## src/rtl/yacht_pkg.sv

```systemverilog
// Shared definitions for the Yacht Dice score evaluator: category indices,
// fixed category scores, FSM encoding and the die-face type.
package yacht_pkg;

    localparam int NUM_CAT         = 12;
    localparam int CAT_ACES        = 0;
    localparam int CAT_TWOS        = 1;
    localparam int CAT_THREES      = 2;
    localparam int CAT_FOURS       = 3;
    localparam int CAT_FIVES       = 4;
    localparam int CAT_SIXES       = 5;
    localparam int CAT_CHOICE      = 6;
    localparam int CAT_FOUR_KIND   = 7;
    localparam int CAT_FULL_HOUSE  = 8;
    localparam int CAT_S_STRAIGHT  = 9;
    localparam int CAT_L_STRAIGHT  = 10;
    localparam int CAT_YACHT       = 11;

    localparam int SCORE_SSTRAIGHT = 15;
    localparam int SCORE_LSTRAIGHT = 30;
    localparam int SCORE_YACHT     = 50;

    typedef logic [2:0] face_t;

    typedef enum logic [2:0] {
        ST_IDLE,
        ST_COUNT,
        ST_EVAL,
        ST_SCAN,
        ST_DONE
    } state_t;

    function automatic logic face_legal(input face_t f);
        return (f != 3'd0) && (f != 3'd7);
    endfunction

endpackage

```

## src/rtl/yacht_score_evaluator_if.sv

```systemverilog
// Request/result bundle between the game FSM (master) and the score evaluator (slave).
interface yacht_score_evaluator_if #(
    parameter int SCORE_W = 6,
    parameter int CAT_W   = 4
);
    import yacht_pkg::*;

    logic               calc_start;
    face_t              dice1, dice2, dice3, dice4, dice5;
    logic [CAT_W-1:0]   cat_sel;
    logic               busy;
    logic               score_valid;
    logic [SCORE_W-1:0] score;
    logic               dice_err;
    logic [CAT_W-1:0]   best_cat;
    logic [SCORE_W-1:0] best_score;

    modport master (
        output calc_start, dice1, dice2, dice3, dice4, dice5, cat_sel,
        input  busy, score_valid, score, dice_err, best_cat, best_score
    );

    modport slave (
        input  calc_start, dice1, dice2, dice3, dice4, dice5, cat_sel,
        output busy, score_valid, score, dice_err, best_cat, best_score
    );

endinterface

```

## src/rtl/yacht_score_evaluator_dice_histogram.sv

```systemverilog
// Serial face histogram: one die per enabled cycle feeds per-face counters,
// a running face sum and a sticky illegal-face flag.
module dice_histogram
    import yacht_pkg::*;
(
    input  logic            clk,
    input  logic            reset,
    input  logic            clear,
    input  logic            en,
    input  face_t           face,
    output logic [6:1][2:0] cnt,
    output logic [4:0]      sum,
    output logic            err
);

    // NOTE: sequential state uses non-blocking assignments so every register samples pre-edge values.
    always_ff @(posedge clk or posedge reset) begin
        if (reset) begin
            cnt <= '0;
            sum <= '0;
            err <= 1'b0;
        end else if (clear) begin
            cnt <= '0;
            sum <= '0;
            err <= 1'b0;
        end else if (en) begin
            if (face_legal(face)) begin
                for (int f = 1; f <= 6; f++) begin
                    if (face == 3'(f)) cnt[f] <= cnt[f] + 3'd1;
                end
                sum <= sum + 5'(face);
            end else begin
                err <= 1'b1;
            end
        end
    end

endmodule

```

## src/rtl/yacht_score_evaluator.sv

```systemverilog
// Yacht Dice score evaluator: latch dice, histogram them, score all categories.
// Optional best-category scan is built when CATEGORY_BEST_EN is defined.
module yacht_score_evaluator
    import yacht_pkg::*;
#(
    parameter int SCORE_W = 6,
    parameter int CAT_W   = 4
) (
    input logic                     clk,
    input logic                     reset,
    yacht_score_evaluator_if.slave  bus
);

    state_t           state;
    face_t            die_q [5];
    logic [CAT_W-1:0] cat_sel_q;
    logic [2:0]       die_idx;

    logic [6:1][2:0]  hist_cnt;
    logic [4:0]       hist_sum;
    logic             hist_err;

    logic [SCORE_W-1:0] eval_score [NUM_CAT];
    logic [SCORE_W-1:0] cat_score  [NUM_CAT];

    logic [6:1] present;
    logic       any4, any5, has3, has2;

`ifdef CATEGORY_BEST_EN
    logic [3:0]         scan_idx;
    logic [SCORE_W-1:0] run_max;
    logic [CAT_W-1:0]   run_cat;
`endif

    dice_histogram u_hist (
        .clk   (clk),
        .reset (reset),
        .clear (state == ST_IDLE && bus.calc_start),
        .en    (state == ST_COUNT),
        .face  (die_q[die_idx]),
        .cnt   (hist_cnt),
        .sum   (hist_sum),
        .err   (hist_err)
    );

    // NOTE: every combinational output gets a default first so no path leaves it unassigned (no latch).
    always_comb begin
        any4 = 1'b0;
        any5 = 1'b0;
        has3 = 1'b0;
        has2 = 1'b0;
        for (int f = 1; f <= 6; f++) begin
            present[f] = (hist_cnt[f] != 3'd0);
            if (hist_cnt[f] >= 3'd4) any4 = 1'b1;
            if (hist_cnt[f] == 3'd5) any5 = 1'b1;
            if (hist_cnt[f] == 3'd3) has3 = 1'b1;
            if (hist_cnt[f] == 3'd2) has2 = 1'b1;
        end
        for (int c = 0; c < NUM_CAT; c++) eval_score[c] = '0;
        if (!hist_err) begin
            for (int f = 1; f <= 6; f++) eval_score[f-1] = SCORE_W'(f * int'(hist_cnt[f]));
            eval_score[CAT_CHOICE]     = SCORE_W'(hist_sum);
            eval_score[CAT_FOUR_KIND]  = any4 ? SCORE_W'(hist_sum) : '0;
            // Five dice total, so a 3-count plus a 2-count is always two distinct faces.
            eval_score[CAT_FULL_HOUSE] = (has3 && has2) ? SCORE_W'(hist_sum) : '0;
            eval_score[CAT_S_STRAIGHT] = (&present[4:1] || &present[5:2] || &present[6:3])
                                         ? SCORE_W'(SCORE_SSTRAIGHT) : '0;
            eval_score[CAT_L_STRAIGHT] = (&present[5:1] || &present[6:2])
                                         ? SCORE_W'(SCORE_LSTRAIGHT) : '0;
            eval_score[CAT_YACHT]      = any5 ? SCORE_W'(SCORE_YACHT) : '0;
        end
    end

    // NOTE: the score table is not reset; EVAL always rewrites it before SCAN or DONE reads it.
    always_ff @(posedge clk) begin
        if (state == ST_EVAL) begin
            for (int c = 0; c < NUM_CAT; c++) cat_score[c] <= eval_score[c];
        end
    end

    always_ff @(posedge clk or posedge reset) begin
        if (reset) begin
            state           <= ST_IDLE;
            for (int i = 0; i < 5; i++) die_q[i] <= '0;
            cat_sel_q       <= '0;
            die_idx         <= '0;
            bus.busy        <= 1'b0;
            bus.score_valid <= 1'b0;
            bus.score       <= '0;
            bus.dice_err    <= 1'b0;
`ifdef CATEGORY_BEST_EN
            scan_idx        <= '0;
            run_max         <= '0;
            run_cat         <= '0;
            bus.best_cat    <= '0;
            bus.best_score  <= '0;
`endif
        end else begin
            bus.score_valid <= 1'b0;
            case (state)
                ST_IDLE: begin
                    if (bus.calc_start) begin
                        die_q[0]  <= bus.dice1;
                        die_q[1]  <= bus.dice2;
                        die_q[2]  <= bus.dice3;
                        die_q[3]  <= bus.dice4;
                        die_q[4]  <= bus.dice5;
                        cat_sel_q <= bus.cat_sel;
                        die_idx   <= '0;
                        bus.busy  <= 1'b1;
                        state     <= ST_COUNT;
                    end
                end
                ST_COUNT: begin
                    if (die_idx == 3'd4) state <= ST_EVAL;
                    else                 die_idx <= die_idx + 3'd1;
                end
                ST_EVAL: begin
`ifdef CATEGORY_BEST_EN
                    scan_idx <= '0;
                    run_max  <= '0;
                    run_cat  <= '0;
                    state    <= ST_SCAN;
`else
                    state    <= ST_DONE;
`endif
                end
`ifdef CATEGORY_BEST_EN
                ST_SCAN: begin
                    // Strictly greater keeps the lowest index on ties.
                    if (cat_score[scan_idx] > run_max) begin
                        run_max <= cat_score[scan_idx];
                        run_cat <= CAT_W'(scan_idx);
                    end
                    if (scan_idx == 4'(NUM_CAT - 1)) state <= ST_DONE;
                    else                             scan_idx <= scan_idx + 4'd1;
                end
`endif
                ST_DONE: begin
                    bus.score       <= (cat_sel_q < CAT_W'(NUM_CAT)) ? cat_score[cat_sel_q] : '0;
                    bus.dice_err    <= hist_err;
                    bus.score_valid <= 1'b1;
                    bus.busy        <= 1'b0;
                    state           <= ST_IDLE;
`ifdef CATEGORY_BEST_EN
                    bus.best_cat    <= run_cat;
                    bus.best_score  <= run_max;
`endif
                end
                default: state <= ST_IDLE;
            endcase
        end
    end

`ifndef CATEGORY_BEST_EN
    assign bus.best_cat   = '0;
    assign bus.best_score = '0;
`endif

endmodule
```

## src/flat_wrapper.sv

```systemverilog
// flat-port wrapper written by rule: the top's interface ports become plain ports
module yacht_score_evaluator_flat import yacht_pkg::*;
#(
    parameter int SCORE_W = 6,
    parameter int CAT_W   = 4
)
  (clk, reset, bus_calc_start, bus_dice1, bus_dice2, bus_dice3, bus_dice4, bus_dice5, bus_cat_sel, bus_busy, bus_score_valid, bus_score, bus_dice_err, bus_best_cat, bus_best_score);
  yacht_score_evaluator_if #(.SCORE_W(SCORE_W), .CAT_W(CAT_W)) bus_i ();
  input logic clk;
  input logic reset;
  input wire logic [$bits(bus_i.calc_start)-1:0] bus_calc_start;
  input wire logic [$bits(bus_i.dice1)-1:0] bus_dice1;
  input wire logic [$bits(bus_i.dice2)-1:0] bus_dice2;
  input wire logic [$bits(bus_i.dice3)-1:0] bus_dice3;
  input wire logic [$bits(bus_i.dice4)-1:0] bus_dice4;
  input wire logic [$bits(bus_i.dice5)-1:0] bus_dice5;
  input wire logic [$bits(bus_i.cat_sel)-1:0] bus_cat_sel;
  output wire logic [$bits(bus_i.busy)-1:0] bus_busy;
  output wire logic [$bits(bus_i.score_valid)-1:0] bus_score_valid;
  output wire logic [$bits(bus_i.score)-1:0] bus_score;
  output wire logic [$bits(bus_i.dice_err)-1:0] bus_dice_err;
  output wire logic [$bits(bus_i.best_cat)-1:0] bus_best_cat;
  output wire logic [$bits(bus_i.best_score)-1:0] bus_best_score;
  assign bus_i.calc_start = bus_calc_start;
  assign bus_i.dice1 = bus_dice1;
  assign bus_i.dice2 = bus_dice2;
  assign bus_i.dice3 = bus_dice3;
  assign bus_i.dice4 = bus_dice4;
  assign bus_i.dice5 = bus_dice5;
  assign bus_i.cat_sel = bus_cat_sel;
  assign bus_busy = bus_i.busy;
  assign bus_score_valid = bus_i.score_valid;
  assign bus_score = bus_i.score;
  assign bus_dice_err = bus_i.dice_err;
  assign bus_best_cat = bus_i.best_cat;
  assign bus_best_score = bus_i.best_score;
  yacht_score_evaluator #(.SCORE_W(SCORE_W), .CAT_W(CAT_W)) u_core (.clk(clk), .reset(reset), .bus(bus_i));
endmodule
```

## config.mk

```make
export PLATFORM = sky130hd
export DESIGN_NAME = yacht_score_evaluator_flat
export DESIGN_NICKNAME = d
export VERILOG_FILES = /design/src/rtl/yacht_pkg.sv /design/src/rtl/yacht_score_evaluator_if.sv /design/src/rtl/yacht_score_evaluator_dice_histogram.sv /design/src/rtl/yacht_score_evaluator.sv /design/src/flat_wrapper.sv
export SDC_FILE = /design/constraint.sdc
export NUM_CORES = 1
export LEC_CHECK = 0
export CELL_PAD_IN_SITES_DETAIL_PLACEMENT = 0
export CELL_PAD_IN_SITES_GLOBAL_PLACEMENT = 1
export CORE_UTILIZATION = 50
export CTS_CLUSTER_SIZE = 40
export DETAILED_ROUTE_END_ITERATION = 12
export PLACE_DENSITY = 0.87
export RECOVER_POWER = 25
export SKIP_CTS_REPAIR_TIMING = 1
export SLEW_MARGIN = 10
export SYNTH_ARGS = -nofsm -noshare
export SYNTH_HDL_FRONTEND = slang
export SYNTH_HIERARCHICAL = 1
export SYNTH_SLANG_ARGS = --single-unit
```

## constraint.sdc

```tcl
create_clock -name clk -period 7.12 [get_ports clk]
set_input_delay 1.068 -clock clk [delete_from_list [all_inputs] [get_ports clk]]
set_output_delay 1.068 -clock clk [all_outputs]
set_load 0.01 [all_outputs]
```

==> results.md <==
- Clock Sinks: 101
- RSZ-0062 raised after global routing: no
- IO Port Bufs: 30
- Delay-heaviest family, CP: compound AO/OA/AOI/OAI gates
- # DRC: 0
- Leading area contributor after synthesis: dfrtp_1
- Reg2reg end: u_core/u_hist/sum[4]$_DFFE_PP0P_
- Root cell of the clock tree: clkbuf_8
- Cell Area, Synth: 0.00531 mm2
- Post-Synth XOR/XNOR Area: 2.48%
- Proportion of synthesized area in mux cells: 12.2%
- Yosys cell types: 62
- Leakage power: 0.00240 uW
- Synth top area cells: dfrtp_1 27%, edfxtp_1 24%, ha_1 6.1%
- Wire per inst: 15.2 um
- Grt ovf: 0
- Type of origin of the critical path: flop
- Slew margin rel.: -16.9%
- Max-cap violations: 1
- Adder-Cell Fraction of Synth Area: 7.26%
- Placed wire-length estimate: 6.71 mm
- Simple-gate share of the synthesized area: 15.5%
- Avg Inst Size Synth: 12.2 um2
- R2R depth: 9
- Asr flop ratio synth: 57.4%
- DR pass1 iterations: 4
- Pin count of the biggest net entering global routing: 50
- N_diodes: 0
- Slew @ Worst Pin: 1.75 ns
- Synth Instances: 436
- Flop2flop setup slack: 4.09 ns
- CP dominant cell by count: inv_1
- Vias per cell: 5.31
- Most frequent cell after synthesis: dfrtp_1
- Max incr delay on CP: 0.72 ns
- Ys flop type: dfrtp_1
- Layout filler cell count: 860
- Fraction of layout cells with a size suffix above 1: 12.0%
- Crit path max-delay cell type: o21ai_0
- IO Count: 41
- CP required: 7.36 ns
- CTS tree: yes
- Via count of the first global-routing pass: 3168
- First-pass GRT wire length: 15.6 mm
- ANT nets after route: 0
- CTS Buffer Depth: 2
- Tcrit/Tclk final: 42.5%
- Chip width: 105 um
- Worst Hold Depth: 2
- Max-slew violations: 35
- Peak supply drop: 0.000185 V
- Total Routing Usage GR: 18.4%
- Crit Path Class: flop to flop
- Final #Nets: 514
- CTS H-tree lvls: 3
- Die Y: 105 um
- Worst skew pair latency: 0.36 ns
- Post-Route Utilization: 56.4%
- GPL Wtd Cong: 0.789
- Antenna violations before repair: 0
- Setup TNS: 0 ns
- Site Rows: 37
- Complex-gate fraction of the synthesized area: 5.94%
- PD cells: 375 mW/mm2
- Area grow syn2layout: 9.83%
- CP Max Fanout: 10
- Hold_ws: 0.485 ns
- Synth Warn #: 6
- Post-synth EDFFs: 43
- Initial DRC Count: 145
- CP Capture Type: flop
- Final wirelength: 9.19 mm
- Worst Hold Launch: u_core/bus.score[5]$_DFFE_PP0P_
- Max Fclk: 330 MHz
- Fin crit period: 3.03 ns
- CP Buf/Inv Count: 2
- Clock-pin slew on the worst setup and hold paths: 0.10 ns
- Worst path depth: 9
- Initial core utilization: 51.4%
- Hold WC Path Type: flop to flop
- Worst clock skew: 0.0148 ns
- Most frequent cells after synthesis: 58 x dfrtp_1, 43 x edfxtp_1, 41 x nor2_1
- Post-synthesis sequential area ratio: 51.7%
- Core Box Area: 0.0103 mm2
- Setup crit start: u_core/die_idx[0]$_DFFE_PP0P_
- Status: finished, violations left
- Critical Path Sink: u_core/u_hist/sum[4]$_DFFE_PP0P_
- Crit-path cells: mux4_2 -> inv_1 -> o21ai_0 -> ha_1 -> inv_1 -> fa_1 -> nor2b_1 -> o211ai_2 -> mux2_1
- CTS Buf Count: 9
- Yosys reg bits: 101
- Reg2reg start: u_core/die_idx[0]$_DFFE_PP0P_
- Synth top area share: 27.4%
- WP data arrival: 3.27 ns
- Final hold vios: 0
- Via count: 3206
- Final setup fails: 0
- Failing checks: capacitance limit, slew limit
- Die area: 0.0110 mm2
- Largest family of logic cells by synthesized area: simple AND/OR/NAND/NOR gates
==> metrics by stage <==
step	cell area (um2)	setup WS [ns]	power, uW	std cells
after floorplan	5340	2.96	1670	445
after global routing	5830	3.83	2360	604
after CTS	5840	4.10	2210	604
after global placement	5670	4.29	1850	588
after detailed placement	5670	4.12	1880	588
final	5830	4.09	2190	604
==> registers in the layout, indices dropped and copies added, names as in the netlist <==
signal,flops
u_core/cat_sel_q,4
u_core/state,3
u_core/u_hist/sum,5
u_core/die_q,15
u_core/bus.dice_err,1
u_core/bus.score_valid,1
u_core/u_hist/cnt,18
u_core/bus.busy,1
u_core/u_hist/err,1
u_core/die_idx,3
u_core/bus.score,6
u_core/cat_score,43
==> worst register-to-register path, stage by stage (launching register included) <==
cell and delay (ns):
dfrtp_1 0.48, mux4_2 0.36, inv_1 0.03, o21ai_0 0.72
ha_1 0.30, inv_1 0.06, fa_1 0.40, nor2b_1 0.16
o211ai_2 0.09, mux2_1 0.32
==> final cells by class <==
| class | count | area [um2] | area share, % |
|---|---|---|---|
| multi-input cells | 296 | 2340 | 40.2 |
| flip-flops and latches | 101 | 2740 | 47.1 |
| clock buffers | 10 | 128 | 2.19 |
| clock inverters | 6 | 43.8 | 0.752 |
| repair buffers | 34 | 323 | 5.54 |
| well taps | 136 | 170 | 2.92 |
| inverters | 21 | 78.8 | 1.35 |
==> how the worst min path moves through the flow <==
stage / endpoint / slack, ns
final: u_core/bus.score[5]$_DFFE_PP0P_ / 0.48
after floorplan: u_core/die_q[6]$_DFFE_PP0P_ / 0.48
after global routing: u_core/bus.busy$_DFFE_PP0P_ / 0.52
after CTS: u_core/bus.score[5]$_DFFE_PP0P_ / 0.49
after global placement: u_core/bus.busy$_DFFE_PP0P_ / 0.46
after detailed placement: u_core/bus.score[5]$_DFFE_PP0P_ / 0.47
==> logic make-up after synthesis <==
kind of cell,Yosys count
AND/OR/NAND/NOR,144
flip-flops,101
multiplexers,53
buffers and inverters,48
AO/OA/AOI/OAI,45
adder cells (fa/ha/maj),29
XOR/XNOR,15
other,1
==> report_power, final <==
part           total, uW  internal, uW  switching (uW)
clock                328           131             197
sequential           985           771             215
combinational        873           452             421
total               2190          1350             833
==> routing by layer <==
layer  GRT usage [%]  wire length (um)
met3            3.74               282
met2            30.8              4470
met1            23.6              4230
met5               0                 0
met4            6.54               204
==> placed cells by master, fill, tap and decap left out, types with 5 or more instances in the layout <==
master	netlist	routed
mux4_2	7	7
ha_1	26	26
mux2_2	22	22
mux2i_1	23	23
xnor2_1	8	8
inv_1	20	21
nand2_1	14	14
nor2b_1	36	36
o21ai_0	10	10
clkbuf_8	0	9
clkdlybuf4s50_1	0	29
xor2_1	7	7
nand3_1	10	10
nand3b_1	7	7
conb_1	1	10
and2_1	5	5
a21oi_1	9	9
edfxtp_1	43	43
nor2_1	41	41
nor3_1	7	7
dfrtp_1	58	58
Power figures use the tool's default switching activity.
